File: config.mk
export PLATFORM = sky130hd
export DESIGN_NAME = layer00_sched
export DESIGN_NICKNAME = d
export VERILOG_FILES = /design/src/rtl/layer00_sched.sv
export SDC_FILE = /design/constraint.sdc
export NUM_CORES = 1
export LEC_CHECK = 0
export ABC_AREA = 1
export CAP_MARGIN = 20
export CORE_MARGIN = 4
export CORE_UTILIZATION = 50
export DETAILED_ROUTE_END_ITERATION = 12
export GPL_TIMING_DRIVEN = 0
export PLACE_DENSITY = 0.74
export SKIP_LAST_GASP = 1
export SYNTH_ARGS = -nofsm -noshare
export SYNTH_HDL_FRONTEND = slang
export SYNTH_SLANG_ARGS = --single-unit
File: constraint.sdc
create_clock -name clk -period 11.1 [get_ports clk]
set_input_delay 2.22 -clock clk [delete_from_list [all_inputs] [get_ports clk]]
set_output_delay 2.22 -clock clk [all_outputs]
set_load 0.02 [all_outputs]
File: src/rtl/layer00_sched.sv
// ---------------------------------------------------------------------------
// layer00_sched
//
// Purpose:
//   Sequences one layer00 conv engine across a full output feature map.
//   The outer loop walks the filter groups. Each group has four filters, one
//   per engine output lane. The inner loop walks the passes of a group; each
//   pass is one start pulse to the engine.
//   For each group the scheduler presents that group's four biases from an
//   internal bias register file. It counts the engine's valid pulses and
//   packs the four 8-bit lanes into 32-bit output-buffer writes. Write
//   addresses are linear: group-major, then pass, then output.
//
// Ports:
//   clk, rst            clock, synchronous active-high reset
//   i_start             run request, accepted only in IDLE
//   i_abort             abort the run; the block is back in IDLE next cycle
//   i_cfg_we/_grp/_bias bias register file write port
//                       (writes are ignored while busy)
//   o_layer_start       one-cycle engine start pulse
//   o_bias0..3          biases of the current group, held for the whole pass
//   i_layer_vld, i_layer0..3   engine output beat
//   o_wr_en/_addr/_data output-buffer write beat
//   o_busy, o_done, o_err      run status (o_err is sticky until next start)
//   o_grp, o_pass       current group / pass index
//   o_dbg_state         current FSM state encoding, for observation only
//
// Handshake semantics:
//   There is no back-pressure anywhere. Each cycle in which i_layer_vld is
//   high carries one beat, and only beats that arrive in RUN are accepted.
//   Each accepted beat produces exactly one cycle of o_wr_en on the
//   following cycle. A beat that arrives in any other state is dropped and
//   sets o_err.
// ---------------------------------------------------------------------------
module layer00_sched #(
  parameter int NUM_GRP       = 4,
  parameter int NUM_PASS      = 16,
  parameter int OUTS_PER_PASS = 64,
  parameter int DRAIN         = 8,
  parameter int TIMEOUT       = 1024,
  parameter int AW            = 16
) (
  input  logic                        clk,
  input  logic                        rst,
  input  logic                        i_start,
  input  logic                        i_abort,
  input  logic                        i_cfg_we,
  input  logic [$clog2(NUM_GRP)-1:0]  i_cfg_grp,
  input  logic [63:0]                 i_cfg_bias,
  output logic                        o_layer_start,
  output logic [15:0]                 o_bias0,
  output logic [15:0]                 o_bias1,
  output logic [15:0]                 o_bias2,
  output logic [15:0]                 o_bias3,
  input  logic                        i_layer_vld,
  input  logic [7:0]                  i_layer0,
  input  logic [7:0]                  i_layer1,
  input  logic [7:0]                  i_layer2,
  input  logic [7:0]                  i_layer3,
  output logic                        o_wr_en,
  output logic [AW-1:0]               o_wr_addr,
  output logic [31:0]                 o_wr_data,
  output logic                        o_busy,
  output logic                        o_done,
  output logic                        o_err,
  output logic [$clog2(NUM_GRP)-1:0]  o_grp,
  output logic [$clog2(NUM_PASS)-1:0] o_pass,
  output logic [2:0]                  o_dbg_state
);

  localparam int GW = $clog2(NUM_GRP);
  localparam int PW = $clog2(NUM_PASS);
  localparam int VW = (OUTS_PER_PASS > 1) ? $clog2(OUTS_PER_PASS) : 1;
  localparam int TW = (TIMEOUT > 1) ? $clog2(TIMEOUT) : 1;
  localparam int DW = (DRAIN > 1) ? $clog2(DRAIN) : 1;

  typedef enum logic [2:0] {
    S_IDLE  = 3'd0,
    S_LOAD  = 3'd1,
    S_START = 3'd2,
    S_RUN   = 3'd3,
    S_GAP   = 3'd4,
    S_DONE  = 3'd5,
    S_ERR   = 3'd6
  } state_t;

  state_t        r_state;
  logic [63:0]   r_bias_file [NUM_GRP];
  logic [63:0]   r_bias;
  logic [GW-1:0] r_grp;
  logic [PW-1:0] r_pass;
  logic [VW-1:0] r_vld_cnt;
  logic [TW-1:0] r_tmo;
  logic [DW-1:0] r_gap_cnt;
  logic [AW-1:0] r_addr;
  logic          r_layer_start;
  logic          r_wr_en;
  logic [AW-1:0] r_wr_addr;
  logic [31:0]   r_wr_data;
  logic          r_busy;
  logic          r_done;
  logic          r_err;

  logic          w_abort;
  logic          w_vld_run;

  // An abort from IDLE has nothing to cancel, so it is ignored there.
  assign w_abort   = i_abort && (r_state != S_IDLE);
  assign w_vld_run = i_layer_vld && (r_state == S_RUN);

  always_ff @(posedge clk) begin
    if (rst) begin
      r_state       <= S_IDLE;
      for (int g = 0; g < NUM_GRP; g++) begin
        r_bias_file[g] <= '0;
      end
      r_bias        <= '0;
      r_grp         <= '0;
      r_pass        <= '0;
      r_vld_cnt     <= '0;
      r_tmo         <= '0;
      r_gap_cnt     <= '0;
      r_addr        <= '0;
      r_layer_start <= 1'b0;
      r_wr_en       <= 1'b0;
      r_wr_addr     <= '0;
      r_wr_data     <= '0;
      r_busy        <= 1'b0;
      r_done        <= 1'b0;
      r_err         <= 1'b0;
    end else begin
      r_layer_start <= 1'b0;
      r_done        <= 1'b0;
      r_wr_en       <= 1'b0;

      // The bias file is frozen while a run is using it.
      if (i_cfg_we && !r_busy) begin
        r_bias_file[i_cfg_grp] <= i_cfg_bias;
      end

      // The write path does not depend on the FSM transition taken this
      // cycle. A beat that lands together with an abort is still written.
      if (w_vld_run) begin
        r_wr_en   <= 1'b1;
        r_wr_data <= {i_layer3, i_layer2, i_layer1, i_layer0};
        r_wr_addr <= r_addr;
        r_addr    <= r_addr + AW'(1);
      end

      if (w_abort) begin
        // Abort wins over every transition. Because the start pulse is
        // registered out of START, an abort in START also suppresses it.
        r_state <= S_IDLE;
        r_busy  <= 1'b0;
      end else begin
        case (r_state)
          S_IDLE: begin
            if (i_start) begin
              r_state <= S_LOAD;
              r_grp   <= '0;
              r_pass  <= '0;
              r_addr  <= '0;
              r_err   <= 1'b0;
              r_busy  <= 1'b1;
            end
          end
          S_LOAD: begin
            r_bias  <= r_bias_file[r_grp];
            r_state <= S_START;
          end
          S_START: begin
            r_layer_start <= 1'b1;
            r_vld_cnt     <= '0;
            r_tmo         <= '0;
            r_state       <= S_RUN;
          end
          S_RUN: begin
            if (i_layer_vld) begin
              r_tmo <= '0;
              if (r_vld_cnt == VW'(OUTS_PER_PASS - 1)) begin
                r_gap_cnt <= '0;
                r_state   <= S_GAP;
              end else begin
                r_vld_cnt <= r_vld_cnt + VW'(1);
              end
            end else if (r_tmo == TW'(TIMEOUT - 1)) begin
              r_state <= S_ERR;
              r_err   <= 1'b1;
              r_busy  <= 1'b0;
            end else begin
              r_tmo <= r_tmo + TW'(1);
            end
          end
          S_GAP: begin
            if (r_gap_cnt == DW'(DRAIN - 1)) begin
              r_gap_cnt <= '0;
              if (r_pass != PW'(NUM_PASS - 1)) begin
                r_pass  <= r_pass + PW'(1);
                r_state <= S_START;
              end else if (r_grp != GW'(NUM_GRP - 1)) begin
                r_grp   <= r_grp + GW'(1);
                r_pass  <= '0;
                r_state <= S_LOAD;
              end else begin
                r_state <= S_DONE;
                r_done  <= 1'b1;
                r_busy  <= 1'b0;
              end
            end else begin
              r_gap_cnt <= r_gap_cnt + DW'(1);
            end
          end
          S_DONE:  r_state <= S_IDLE;
          S_ERR:   r_state <= S_IDLE;
          default: r_state <= S_IDLE;
        endcase
      end

      // An engine beat outside RUN means the engine and the scheduler
      // disagree on the pass boundary. Flag it, but keep sequencing.
      if (i_layer_vld && (r_state != S_RUN)) begin
        r_err <= 1'b1;
      end
    end
  end

  assign o_layer_start = r_layer_start;
  assign o_bias0       = r_bias[15:0];
  assign o_bias1       = r_bias[31:16];
  assign o_bias2       = r_bias[47:32];
  assign o_bias3       = r_bias[63:48];
  assign o_wr_en       = r_wr_en;
  assign o_wr_addr     = r_wr_addr;
  assign o_wr_data     = r_wr_data;
  assign o_busy        = r_busy;
  assign o_done        = r_done;
  assign o_err         = r_err;
  assign o_grp         = r_grp;
  assign o_pass        = r_pass;
  assign o_dbg_state   = r_state;

endmodule

==> impl_metrics.csv <==
group,metric,value,unit
clocking,cts_hold_buf,0,
critical_path,worstPathMaxFanout,34,
cells_and_area,layout_commonest_cell,"nor2_1",
critical_path,worst_r2r_path_depth,10,
synthesis,seq_area_frac_synth,0.629,
sta,fin_ws,6.12,ns
power_and_ir_drop,p_total,4.31,mW
cells_and_area,fillCellCount,2685,
critical_path,crit_required,11.38,ns
synthesis,async_flop_share,0,
critical_path,r2r-start,"o_busy",
sta,fmax,0.201,GHz
drt,drt_iter0_drc,1385,
synthesis,ys.flop_type,"edfxtp_1",
clocking,clk_latency,0.55,ns
cells_and_area,multiInputGateArea,5520,um2
critical_path,crit_arrival,5.26,ns
grt,grt_max_degree,39,
sta,maxSlewHeadroom,0.316,
synthesis,syn_area,17300,um2
critical_path,worstPathCellList,"clkdlybuf4s50_1, inv_1, clkbuf_1, clkbuf_1, nand2_4, buf_12",
synthesis,syn_inst,1896,
cells_and_area,seq_area,10900,um2
sta,setup_viol,0,
die,initial_core_util,0.512,
sta,fin_worst_skew,0.0254,ns
die,core,33900,um2
power_and_ir_drop,leakage,8.32,nW
cells_and_area,layout_common_cells,"nor2_1, edfxtp_1, clkdlybuf4s50_1, o21ai_0, nand2_1",
drt,first_pass_iters,6,
placed_design,place_area,20500,um2
grt,gr-usage-all-layers,0.244,
critical_path,r2r_slack,7.89,ns
clocking,cts_resized,0,
synthesis,synth-edff-count,256,
power_and_ir_drop,power.density,197,nW/um2
die,ios,230,
critical_path,crit_type,"input pin to flip-flop",
sta,worst_slew_pin_slew,1.03,ns
drt,via_per_inst,5.45,
die,rows,67,
grt,use_met3,0.0367,
critical_path,cp_common_cell,"clkbuf_1",
grt,grt_pass1_vias,14000,
cells_and_area,nets,2290,
sta,slew_viol_final,0,
critical_path,cp-start-kind,"input pin",
grt,top_usage_layer,"met2",
die,dieArea,37700,um2
clocking,cts_num_sinks,417,
die,dieHeight,194,um
drt,via_count,14500,
synthesis,synthDominantCellAreaShare,0.443,
run,drv_cap,0,
placed_design,dp_hpwl,33.2,mm
cells_and_area,final_area,21800,um2
synthesis,yosys.area.top_type,"edfxtp_1",
die,die_w,194,um
synthesis,syn_avg_cell_area,9.15,um2
sta,hold_violations,0,
clocking,cts_buffers,43,
min_path,min_to,"o_wr_data[22]",
grt,grt_pass1_wl,74.7,mm
synthesis,ys.warnings.count,0,
drt,drtAntennaViolNets,0,
drt,wl_per_cell,18.1,um
placed_design,numPortBuffers,229,
critical_path,cp-end-kind,"flip-flop",
critical_path,cp_slowest_cell,"clkbuf_1",
power_and_ir_drop,peakVddDrop,0.118,mV
sta,min_period,4.98,ns
critical_path,worstReg2RegEnd,"r_bias_file[0][45]",
status,status,"completed",
sta,rsz0062_at_grt,"no",
placed_design,pre_cts_slack,5.57,ns
clocking,clock-root-buffer,"clkbuf_16",
cells_and_area,final_util,0.645,
clocking,cts_max_level,2,
synthesis,synth-seq-cells,417,
critical_path,critPathMaxStageDelay,0.83,ns
cells_and_area,n_antenna_cell,0,
sta,min_period_over_period,0.449,
grt,gr-usage-met2,0.421,
grt,antenna_found_initial,0,
clocking,cts_buffer_depth,3,
grt,overflow,0,
critical_path,crit_start,"rst",
grt,grt_use_met1,0.318,
min_path,hold_depth,2,
synthesis,syn_nets,2007,
clocking,cts_tree,"yes",
drt,drt-total-wl,48.2,mm
sta,hold_ws,0.463,ns
drt,drc,0,
cells_and_area,syn2layout_area_growth,25.9,%
synthesis,synth_area_leaders,"edfxtp_1, dfxtp_1, nor2_1",
min_path,worstHoldPathType,"flip-flop to flip-flop",
cells_and_area,drive_above_1_share,0.0579,
clocking,clk_pin_slew,0.06,ns
placed_design,gp_congestion,0.878,
synthesis,yosys.cell_types.count,32,
min_path,hp-start,"o_wr_data[22]",
clocking,cts_setup_buffers,0,
state kept, by name (all words and copies together), names as in the netlist:
register / flops
o_busy: 1
o_dbg_state: 3
o_done: 1
o_err: 1
o_grp: 2
o_layer_start: 1
o_pass: 4
o_wr_addr: 16
o_wr_data: 32
o_wr_en: 1
r_addr: 16
r_bias: 64
r_bias_file: 256
r_gap_cnt: 3
r_tmo: 10
r_vld_cnt: 6
where the power goes:
group,internal [mW],switching (mW),leakage [nW]
Combinational,0.353,0.660,3.67
Sequential,1.80,0.0815,3.97
Clock,0.824,0.592,0.677
logic make-up (layout without fill, tap and decap cells):
| kind of cell | after synthesis | in the layout | synth area share |
|---|---|---|---|
| compound gates | 357 | 357 | 0.108 |
| buf+inv | 244 | 559 | 0.0551 |
| fa+ha+maj | 7 | 7 | 0.00505 |
| flops | 417 | 417 | 0.629 |
| simple gates | 865 | 865 | 0.200 |
| xor+xnor | 6 | 6 | 0.00303 |
synthesized netlist by cell type, types with 16 or more instances:
cell type	count
inv_1	118
buf_1	16
buf_2	26
nor2_1	529
a21oi_1	75
nand3_1	34
nand2_1	208
edfxtp_1	256
clkbuf_1	75
a31oi_1	65
dfxtp_1	161
nor3_1	73
o21ai_0	212
how the worst max path moves through the flow:
stage,to,cells past startpoint
floorplan,r_bias_file[2][0],5
global placement,r_bias_file[3][47],3
detailed placement,r_bias_file[0][30],6
CTS,r_bias_file[0][43],6
global route,r_bias_file[0][29],6
finish,r_bias_file[0][45],6
per-layer routing:
metal	part of all wire	up-vias
met5	0	-
met4	0.034	0
met3	0.084	109
met2	0.49	716
met1	0.40	6764
li1	-	6905
stage by stage:
step                      setup TNS [ns]  instances
after global placement             -8.89       2573
after CTS                              0       2659
after floorplan                        0       1896
after detailed placement               0       2582
final                                  0       2659
after global routing                   0       2659
critical path, delay by kind of cell:
kind | cells | cell delay, ns
buffers and inverters | 5 | 2.50
and+or+nand+nor | 1 | 0.52
area by class of cell:
| cell class | count | area share |
|---|---|---|
| Timing Repair Buffer | 238 | 0.115 |
| Inverter | 125 | 0.0215 |
| Clock inverter | 20 | 0.00905 |
| Sequential cell | 417 | 0.499 |
| Tap cell | 448 | 0.0257 |
| Clock buffer | 57 | 0.0544 |
| Multi-Input combinational cell | 1235 | 0.253 |
| Buffer | 119 | 0.0223 |
Power figures use the tool's default switching activity.
